### config.mk
export PLATFORM = sky130hd
export DESIGN_NAME = alu_cmd_engine_flat
export DESIGN_NICKNAME = d
export VERILOG_FILES = /design/src/rtl/alu_cmd_engine_if.sv /design/src/rtl/alu_cmd_engine.sv /design/src/flat_wrapper.sv
export SDC_FILE = /design/constraint.sdc
export NUM_CORES = 1
export LEC_CHECK = 0
export ABC_AREA = 1
export CAP_MARGIN = 20
export CORE_MARGIN = 1.5
export CORE_UTILIZATION = 60
export CTS_CLUSTER_DIAMETER = 40
export DETAILED_ROUTE_END_ITERATION = 10
export PLACE_DENSITY_LB_ADDON = 0.12
export SYNTH_ARGS = -nofsm -noshare
export SYNTH_HDL_FRONTEND = slang
export SYNTH_HIERARCHICAL = 1
export SYNTH_SLANG_ARGS = --single-unit
### constraint.sdc
create_clock -name clk -period 3.38 [get_ports clk]
set_input_delay 0.338 -clock clk [delete_from_list [all_inputs] [get_ports clk]]
set_output_delay 0.338 -clock clk [all_outputs]
set_load 0.1 [all_outputs]
### src/rtl/alu_cmd_engine_if.sv
// Command/response bundle for alu_cmd_engine.
//   cmd_*      : command channel (valid/ready), driven by the master
//   rsp_*      : response channel (valid/ready), driven by the slave
//   sticky_ovf : sticky overflow status (slave -> master)
//   clr_sticky : clears sticky_ovf (master -> slave)
interface alu_cmd_engine_if #(
    parameter int SEQ_W = 4
);
    logic             cmd_valid;
    logic             cmd_ready;
    logic [3:0]       cmd_opcode;
    logic [7:0]       cmd_a;
    logic [7:0]       cmd_b;
    logic             cmd_cin;
    logic [2:0]       cmd_shift_amt;
    logic             cmd_use_acc;

    logic             rsp_valid;
    logic             rsp_ready;
    logic [7:0]       rsp_res;
    logic             rsp_cout;
    logic             rsp_zero;
    logic             rsp_sign;
    logic             rsp_overflow;
    logic             rsp_err;
    logic [SEQ_W-1:0] rsp_seq;

    logic             sticky_ovf;
    logic             clr_sticky;

    modport master (
        output cmd_valid, cmd_opcode, cmd_a, cmd_b, cmd_cin, cmd_shift_amt, cmd_use_acc,
        output rsp_ready, clr_sticky,
        input  cmd_ready,
        input  rsp_valid, rsp_res, rsp_cout, rsp_zero, rsp_sign, rsp_overflow, rsp_err, rsp_seq,
        input  sticky_ovf
    );

    modport slave (
        input  cmd_valid, cmd_opcode, cmd_a, cmd_b, cmd_cin, cmd_shift_amt, cmd_use_acc,
        input  rsp_ready, clr_sticky,
        output cmd_ready,
        output rsp_valid, rsp_res, rsp_cout, rsp_zero, rsp_sign, rsp_overflow, rsp_err, rsp_seq,
        output sticky_ovf
    );
endinterface

### src/rtl/alu_cmd_engine.sv
// eightbit_alu: combinational 8-bit ALU.
//   opcode    : 0 add, 1 sub, 2 and, 3 or, 4 xor, 5 not, 6 inc, 7 dec,
//               8 shl, 9 shr, 10 rol, 11 ror (12..15 give zeros)
//   a, b, cin : operands and carry-in (cin used by add only)
//   shift_amt : shift/rotate distance
//   res, cout, overflow : result, carry/borrow out, signed overflow
module eightbit_alu (
    input  logic [3:0] opcode,
    input  logic [7:0] a,
    input  logic [7:0] b,
    input  logic       cin,
    input  logic [2:0] shift_amt,
    output logic [7:0] res,
    output logic       cout,
    output logic       overflow
);
    logic [8:0]  wide;
    logic [15:0] dbl;

    always_comb begin
        res      = '0;
        cout     = 1'b0;
        overflow = 1'b0;
        wide     = '0;
        dbl      = '0;
        case (opcode)
            4'h0: begin
                wide     = {1'b0, a} + {1'b0, b} + {8'b0, cin};
                res      = wide[7:0];
                cout     = wide[8];
                overflow = (a[7] == b[7]) && (res[7] != a[7]);
            end
            4'h1: begin
                // cout is the borrow out of a - b
                wide     = {1'b0, a} - {1'b0, b};
                res      = wide[7:0];
                cout     = wide[8];
                overflow = (a[7] != b[7]) && (res[7] != a[7]);
            end
            4'h2: res = a & b;
            4'h3: res = a | b;
            4'h4: res = a ^ b;
            4'h5: res = ~a;
            4'h6: begin
                wide     = {1'b0, a} + 9'd1;
                res      = wide[7:0];
                cout     = wide[8];
                overflow = ~a[7] & res[7];
            end
            4'h7: begin
                wide     = {1'b0, a} - 9'd1;
                res      = wide[7:0];
                cout     = wide[8];
                overflow = a[7] & ~res[7];
            end
            4'h8: res = a << shift_amt;
            4'h9: res = a >> shift_amt;
            4'hA: begin
                dbl = {a, a} << shift_amt;
                res = dbl[15:8];
            end
            4'hB: begin
                dbl = {a, a} >> shift_amt;
                res = dbl[7:0];
            end
            default: ;
        endcase
    end
endmodule

// alu_cmd_engine: pipelined command front-end around eightbit_alu.
//   clk, rst : rising-edge clock, asynchronous active-high reset
//   bus      : slave side of alu_cmd_engine_if (command in, response out,
//              sticky overflow status and its clear)
// Stage 1 registers an accepted command; the following edge pushes the
// ALU result into a RSP_DEPTH-entry response FIFO whose head drives rsp_*.
module alu_cmd_engine #(
    parameter int RSP_DEPTH = 4,
    parameter int SEQ_W     = 4
) (
    input logic             clk,
    input logic             rst,
    alu_cmd_engine_if.slave bus
);
    localparam int PTR_W = $clog2(RSP_DEPTH);
    localparam int CNT_W = PTR_W + 1;

    typedef struct packed {
        logic             err;
        logic             ovf;
        logic             sign;
        logic             zero;
        logic             cout;
        logic [7:0]       res;
        logic [SEQ_W-1:0] seq;
    } rsp_t;

    logic             s1_valid;
    logic [3:0]       s1_opcode;
    logic [7:0]       s1_a;
    logic [7:0]       s1_b;
    logic             s1_cin;
    logic [2:0]       s1_shift;
    logic             s1_use_acc;
    logic [SEQ_W-1:0] s1_seq;

    logic [SEQ_W-1:0] seq_cnt;
    logic [7:0]       acc;
    logic             sticky;

    rsp_t             mem [RSP_DEPTH];
    logic [PTR_W-1:0] wr_ptr;
    logic [PTR_W-1:0] rd_ptr;
    logic [CNT_W-1:0] count;
    logic [CNT_W-1:0] occupancy;

    logic             accept;
    logic             push;
    logic             pop;
    logic [7:0]       alu_a;
    logic [7:0]       alu_res;
    logic             alu_cout;
    logic             alu_ovf;
    rsp_t             push_ent;
    rsp_t             head;

    // Counting stage 1 in the occupancy guarantees a slot for every accepted
    // command, so the push side never checks for a full FIFO.
    assign occupancy     = count + CNT_W'(s1_valid);
    assign bus.cmd_ready = !rst && (occupancy < CNT_W'(RSP_DEPTH));
    assign accept        = bus.cmd_valid && bus.cmd_ready;
    assign push          = s1_valid;
    assign pop           = bus.rsp_valid && bus.rsp_ready;

    // Accumulator is written on the same edge the next command enters
    // stage 1, so a dependent command reads it with no bypass needed.
    assign alu_a = s1_use_acc ? acc : s1_a;

    eightbit_alu u_alu (
        .opcode    (s1_opcode),
        .a         (alu_a),
        .b         (s1_b),
        .cin       (s1_cin),
        .shift_amt (s1_shift),
        .res       (alu_res),
        .cout      (alu_cout),
        .overflow  (alu_ovf)
    );

    always_comb begin
        push_ent     = '0;
        push_ent.seq = s1_seq;
        if (s1_opcode >= 4'hC) begin
            push_ent.err = 1'b1;
        end else begin
            push_ent.res  = alu_res;
            push_ent.zero = (alu_res == 8'd0);
            push_ent.sign = alu_res[7];
            if (!s1_opcode[3]) begin
                push_ent.cout = alu_cout;
                push_ent.ovf  = alu_ovf;
            end
        end
    end

    always_ff @(posedge clk or posedge rst) begin
        if (rst) begin
            s1_valid   <= 1'b0;
            s1_opcode  <= '0;
            s1_a       <= '0;
            s1_b       <= '0;
            s1_cin     <= 1'b0;
            s1_shift   <= '0;
            s1_use_acc <= 1'b0;
            s1_seq     <= '0;
            seq_cnt    <= '0;
            acc        <= '0;
            sticky     <= 1'b0;
            wr_ptr     <= '0;
            rd_ptr     <= '0;
            count      <= '0;
        end else begin
            s1_valid <= accept;
            if (accept) begin
                s1_opcode  <= bus.cmd_opcode;
                s1_a       <= bus.cmd_a;
                s1_b       <= bus.cmd_b;
                s1_cin     <= bus.cmd_cin;
                s1_shift   <= bus.cmd_shift_amt;
                s1_use_acc <= bus.cmd_use_acc;
                s1_seq     <= seq_cnt;
                seq_cnt    <= seq_cnt + SEQ_W'(1);
            end
            if (push) begin
                wr_ptr <= wr_ptr + PTR_W'(1);
                if (!push_ent.err) begin
                    acc <= push_ent.res;
                end
            end
            if (pop) begin
                rd_ptr <= rd_ptr + PTR_W'(1);
            end
            case ({push, pop})
                2'b10:   count <= count + CNT_W'(1);
                2'b01:   count <= count - CNT_W'(1);
                default: ;
            endcase
            // A set on the same edge as a clear takes priority.
            if (push && push_ent.ovf) begin
                sticky <= 1'b1;
            end else if (bus.clr_sticky) begin
                sticky <= 1'b0;
            end
        end
    end

    // Storage needs no reset: the head is masked while the FIFO is empty.
    always_ff @(posedge clk) begin
        if (push) begin
            mem[wr_ptr] <= push_ent;
        end
    end

    assign head           = bus.rsp_valid ? mem[rd_ptr] : '0;
    assign bus.rsp_valid  = (count != '0);
    assign bus.rsp_res    = head.res;
    assign bus.rsp_cout   = head.cout;
    assign bus.rsp_zero   = head.zero;
    assign bus.rsp_sign   = head.sign;
    assign bus.rsp_overflow = head.ovf;
    assign bus.rsp_err    = head.err;
    assign bus.rsp_seq    = head.seq;
    assign bus.sticky_ovf = sticky;
endmodule

### src/flat_wrapper.sv
// flat-port wrapper written by rule: the top's interface ports become plain ports
module alu_cmd_engine_flat 
#(
    parameter int RSP_DEPTH = 4,
    parameter int SEQ_W     = 4
)
  (clk, rst, bus_cmd_valid, bus_cmd_opcode, bus_cmd_a, bus_cmd_b, bus_cmd_cin, bus_cmd_shift_amt, bus_cmd_use_acc, bus_rsp_ready, bus_clr_sticky, bus_cmd_ready, bus_rsp_valid, bus_rsp_res, bus_rsp_cout, bus_rsp_zero, bus_rsp_sign, bus_rsp_overflow, bus_rsp_err, bus_rsp_seq, bus_sticky_ovf);
  alu_cmd_engine_if #(.SEQ_W(SEQ_W)) bus_i ();
  input logic clk;
  input logic rst;
  input wire logic [$bits(bus_i.cmd_valid)-1:0] bus_cmd_valid;
  input wire logic [$bits(bus_i.cmd_opcode)-1:0] bus_cmd_opcode;
  input wire logic [$bits(bus_i.cmd_a)-1:0] bus_cmd_a;
  input wire logic [$bits(bus_i.cmd_b)-1:0] bus_cmd_b;
  input wire logic [$bits(bus_i.cmd_cin)-1:0] bus_cmd_cin;
  input wire logic [$bits(bus_i.cmd_shift_amt)-1:0] bus_cmd_shift_amt;
  input wire logic [$bits(bus_i.cmd_use_acc)-1:0] bus_cmd_use_acc;
  input wire logic [$bits(bus_i.rsp_ready)-1:0] bus_rsp_ready;
  input wire logic [$bits(bus_i.clr_sticky)-1:0] bus_clr_sticky;
  output wire logic [$bits(bus_i.cmd_ready)-1:0] bus_cmd_ready;
  output wire logic [$bits(bus_i.rsp_valid)-1:0] bus_rsp_valid;
  output wire logic [$bits(bus_i.rsp_res)-1:0] bus_rsp_res;
  output wire logic [$bits(bus_i.rsp_cout)-1:0] bus_rsp_cout;
  output wire logic [$bits(bus_i.rsp_zero)-1:0] bus_rsp_zero;
  output wire logic [$bits(bus_i.rsp_sign)-1:0] bus_rsp_sign;
  output wire logic [$bits(bus_i.rsp_overflow)-1:0] bus_rsp_overflow;
  output wire logic [$bits(bus_i.rsp_err)-1:0] bus_rsp_err;
  output wire logic [$bits(bus_i.rsp_seq)-1:0] bus_rsp_seq;
  output wire logic [$bits(bus_i.sticky_ovf)-1:0] bus_sticky_ovf;
  assign bus_i.cmd_valid = bus_cmd_valid;
  assign bus_i.cmd_opcode = bus_cmd_opcode;
  assign bus_i.cmd_a = bus_cmd_a;
  assign bus_i.cmd_b = bus_cmd_b;
  assign bus_i.cmd_cin = bus_cmd_cin;
  assign bus_i.cmd_shift_amt = bus_cmd_shift_amt;
  assign bus_i.cmd_use_acc = bus_cmd_use_acc;
  assign bus_i.rsp_ready = bus_rsp_ready;
  assign bus_i.clr_sticky = bus_clr_sticky;
  assign bus_cmd_ready = bus_i.cmd_ready;
  assign bus_rsp_valid = bus_i.rsp_valid;
  assign bus_rsp_res = bus_i.rsp_res;
  assign bus_rsp_cout = bus_i.rsp_cout;
  assign bus_rsp_zero = bus_i.rsp_zero;
  assign bus_rsp_sign = bus_i.rsp_sign;
  assign bus_rsp_overflow = bus_i.rsp_overflow;
  assign bus_rsp_err = bus_i.rsp_err;
  assign bus_rsp_seq = bus_i.rsp_seq;
  assign bus_sticky_ovf = bus_i.sticky_ovf;
  alu_cmd_engine #(.RSP_DEPTH(RSP_DEPTH), .SEQ_W(SEQ_W)) u_core (.clk(clk), .rst(rst), .bus(bus_i));
endmodule
# After elaboration in Yosys (flattened, before gate mapping)
# Memory sizes are Yosys's and may differ from the RTL's.
# Cells that the tools add are included.
totals:
  regBits: 50
  ramBits: 68
  in_bits: 30
  mem_count: 1
mem_list:
  columns: ["name", "words", "width", "rd", "rd_ports_with_merged_regs", "wr", "line_no", "source"]
  rows:
  - ["u_core.mem", 4, 17, 1, 0, 1, "alu_cmd_engine.sv:111", "rsp_t mem [RSP_DEPTH];"]
classes:
  add_sub_neg: 11
  n_lt_le_gt_ge: 2
  n_eq_ne: 17
  n_shift: 4
  mux: 14
  bitwise: 9
  reduce_logical: 13
ops:
  columns: ["operator", "n"]
  rows:
  - ["$pmux 8 s12", 1]
  - ["$mux 17", 1]
  - ["$eq 4x3->1 const B", 4]
  - ["$eq 4x4->1 const B", 4]
  - ["$shl 16x3->16", 1]
  - ["$shr 16x3->8", 1]
  - ["$mux 12", 1]
  - ["$add 8x1->9 const B", 1]
  - ["$add 8x8->9", 1]
  - ["$add 9x1->9", 1]
  - ["$sub 8x1->9 const B", 1]
  - ["$sub 8x8->9", 1]
  - ["$and 8x8->8", 1]
  - ["$eq 4x2->1 const B", 2]
  - ["$logic_not 8->1", 1]
  - ["$mux 8", 1]
  - ["$not 8->8", 1]
  - ["$or 8x8->8", 1]
  - ["$pmux 1 s4", 2]
  - ["$shl 8x3->8", 1]
  - ["$shr 8x3->8", 1]
  - ["$xor 8x8->8", 1]
  - ["$mux 1", 7]
  - ["$logic_and 1x1->1", 6]
  - ["20 further kinds", 27]

# Logic depth before layout (Yosys ltp)
depth:
  word_depth: 10
  depth_mapped: 20

# Modules after synthesis
# Netlist, hierarchy kept.
by_module_without_submodules:
  columns: ["module", "instances", "cells_per_inst", "area_each_um2"]
  rows:
  - ["alu_cmd_engine", 1, 472, 4924.7]
  - ["eightbit_alu", 1, 471, 2389.8]

# Worst setup path after synthesis
# OpenSTA, ideal clock, no wires.
synth_timing:
  kind: "reg-to-output"
  from: "register u_core.count[1]"
  to: "output bus_rsp_res[7]"
  arrival_time_ns: 3.773
  required_time_ns: 3.042
  slack_ns: -0.731
  stages_incl_launch_ff: 7
  n_path_buf: 2
  path_cell_list: "dfrtp_1 > inv_1 > nand3_1 > inv_1 > buf_2 > a21oi_1 > buf_4"
synth_between:
  elab_chain_cells: 2
synth_lines:
  columns: ["element", "line_no", "source"]
  rows:
  - ["start, declared", "alu_cmd_engine.sv:114", "logic [CNT_W-1:0] count;"]
  - ["start signal, assigned", "alu_cmd_engine.sv:204", "2'b10: count <= count + CNT_W'(1);"]
  - ["start signal, assigned", "alu_cmd_engine.sv:205", "2'b01: count <= count - CNT_W'(1);"]
  - ["$reduce_bool 3->1", "alu_cmd_engine.sv:225", "assign bus.rsp_valid = (count != '0);"]
  - ["net bus_rsp_valid", "flat_wrapper.sv:21", "output wire logic [$bits(bus_i.rsp_valid)-1:0] bus_rsp_valid;"]
  - ["$mux 17", "alu_cmd_engine.sv:224", "assign head = bus.rsp_valid ? mem[rd_ptr] : '0;"]
  - ["end, declared", "flat_wrapper.sv:22", "output wire logic [$bits(bus_i.rsp_res)-1:0] bus_rsp_res;"]
# The timed path passes the listed nets, and every way through them passes these cells.

==> metrics.yaml <==
status: "finished clean"
initial_core_util: 0.612
worstMarginPinSlew_ns: 0.963
cts_setup_buffers: 0
synth_top_area_share: 0.263
multi_input_area_mm2: 0.00362
first_pass_iters: 6
synth-simple-area-share: 0.313
drc: 0
yosysWarnings: 6
hp-class: "in2async"
track_usage: 0.324
synth_top_family_by_area: "simple AND/OR/NAND/NOR gates"
seqCellArea_mm2: 0.00317
seq_area_frac_synth: 0.434
cp-end-kind: "flip-flop"
syn_nets: 1011
worstPathRequired_ns: 3.59
fin_crit_ns: 3.17
crit_type: "reg2reg"
fin_crit_sh: 0.937
hpwl_mm: 13.8
grt_pass1_wl_mm: 31.7
synthTopCellsByArea: "edfxtp_1 26%, dfrtp_1 17%, nand2_1 14%, nor2_1 6.5%, ha_1 5.8%"
tritoncts: "built"
cts.sinks: 114
ys_ff_latch: 114
r2r.worst_path.cells: 13
cts_max_path_buffers: 2
ctsHoldBuffers: 0
wirelength_mm: 19.8
numCtsBuffers: 17
synthCells: 943
hold_viol: 0
fin_nets: 1047
wl_per_cell_um: 17.4
clock_latency_ns: 0.42
slew_headroom: 0.356
rows: 40
first_global_vias: 6210
cap_violations: 0
synth_area_leader_cell: "edfxtp_1"
synth_fa_ha_area_frac: 0.0691
coreArea_mm2: 0.0120
syn_to_final_growth_pct: 15.5
fmax_mhz: 316
io_pins: 50
drt_iter0_drc: 714
viasPerCell: 5.91
synth.area.mux_share: 0.0123
fillers: 963
grt_max_degree: 50
clk_pin_slew_worst_paths_ns: 0.05
die_y_um: 113
die_area_mm2: 0.0129
synth-compound-area-share: 0.0893
cts_root_buffer: "clkbuf_16"
whs_ns: 0.165
diodes: 0
drive_gt1_frac: 0.0978
antenna_found_initial: 0
drv_slew: 0
fin_worst_skew_ns: 0.0113
overflow: 0
gp_congestion: 1.00
r2r-end: "u_core/mem[2][13]"
start_kind: "flip-flop"
via_count: 6732
final-setup-viol-count: 0
postRouteAntennaNets: 0
die_w_um: 113
ys_types: 43
arrival_ns: 3.38
cts_max_level: 4
io_buffers: 49
synth_area_mm2: 0.00731
synth-xor-area-share: 0.00718
critPathMaxFanout: 9
syn_avg_cell_area_um2: 7.76
r2r-start: "u_core/s1_use_acc"
rrSetupSlack_ns: 0.21
## synth_stat cells, drive strengths merged
| master | number |
|---|---|
| nand2 | 267 |
| nor2 | 130 |
| inv | 84 |
| o21ai | 71 |
| nand3 | 66 |
| edfxtp | 64 |
| dfrtp | 50 |
| nand4 | 49 |
| a21oi | 38 |
| buf | 35 |
| ha | 34 |
| mux2 | 8 |
| clkbuf | 7 |
| nor3 | 7 |
| fa | 4 |
| o211ai | 4 |
| o22ai | 4 |
| or2 | 3 |
| xnor2 | 3 |
| xor2 | 3 |
| clkinv | 2 |
| nand3b | 2 |
| o21bai | 2 |
| a21o | 1 |
| a22o | 1 |
| and2 | 1 |
| nor4 | 1 |
| o2111ai | 1 |
| o2bb2ai | 1 |
## cells in the final DEF, fill, tap and decap left out, types with 7 or more instances in the layout
master | netlist | layout
a21oi_1 | 37 | 35
buf_4 | 4 | 28
clkbuf_16 | 0 | 17
clkdlybuf4s50_1 | 0 | 31
dfrtp_1 | 50 | 50
edfxtp_1 | 64 | 64
ha_1 | 34 | 33
inv_1 | 77 | 75
inv_2 | 7 | 9
mux2_2 | 8 | 7
nand2_1 | 265 | 265
nand3_1 | 63 | 63
nand4_1 | 47 | 47
nor2_1 | 126 | 124
o21ai_0 | 65 | 65
## worst max path at each step
stage | from | to | slack [ns] | depth (start not counted)
6_report | u_core/s1_use_acc | u_core/mem[2][13] | 0.21 | 13
5_1_grt | u_core/s1_use_acc | u_core/mem[2][13] | -0.02 | 15
4_1_cts | u_core/s1_use_acc | u_core/mem[2][13] | 0.11 | 15
3_5_place_dp | u_core/s1_use_acc | u_core/mem[0][13] | 0.22 | 13
3_3_place_gp | u_core/s1_use_acc | u_core/mem[2][13] | 0.28 | 13
2_1_floorplan | u_core/count[1] | bus_rsp_cout | -0.19 | 5
## timing repair
item,CTS,global route
resized for setup,0,8
endpoints found under the setup margin,0,15
endpoints found under the hold margin,0,0
## metrics by stage
stage	util	area (um^2)	cells	setup TNS (ns)	setup slack (ns)
after floorplan	-	7320	943	-1.77	-0.190
after CTS	0.704	8420	1139	0	0.106
final	0.706	8450	1139	0	0.212
after global placement	0.652	7800	1107	0	0.276
after detailed placement	0.652	7800	1107	0	0.215
after global routing	0.706	8450	1139	-0.0874	-0.0219
## worst max-delay path, stage by stage, from the launching register on
cell     delay, ns
dfrtp_1       0.34
mux2_2        0.47
inv_1         0.19
ha_1          0.18
inv_1         0.08
fa_1          0.44
or2_2         0.31
nand3_1       0.08
nand4_1       0.11
nor2_1        0.12
nand3_1       0.10
inv_1         0.09
nand4_1       0.15
nor3_2        0.30
## cell type report
class | count | share of cell area
Multi-Input combinational cell | 701 | 0.428
Timing Repair Buffer | 59 | 0.0616
Clock buffer | 20 | 0.0517
Inverter | 86 | 0.0387
Sequential cell | 114 | 0.376
Tap cell | 147 | 0.0218
Clock inverter | 12 | 0.0225
## state kept, by name, indices dropped and copies added, names as in the netlist, 2 cells and up
register          flops
u_core/s1_seq         4
u_core/s1_opcode      4
u_core/s1_a           8
u_core/mem           64
u_core/s1_shift       3
u_core/acc            8
u_core/s1_b           8
u_core/rd_ptr         2
u_core/count          3
u_core/seq_cnt        4
u_core/wr_ptr         2
## cell families after synthesis
family          after synthesis
flops                       114
fa+ha+maj                    38
xor+xnor                      6
simple gates                526
mux                           8
compound gates              123
buf+inv                     128
## layer usage
layer / vias to the layer above / GRT usage / part of all wire / routed length [um]
li1: 3209 / - / - / -
met1: 3111 / 0.456 / 0.43 / 8600
met2: 376 / 0.490 / 0.45 / 8970
met3: 36 / 0.0739 / 0.091 / 1810
met4: 0 / 0.128 / 0.023 / 451
met5: - / 0 / 0 / 0
Power is left out: the tool's default activity adds up to more than one toggle a clock period on the data nets, which glitch-free logic cannot reach.
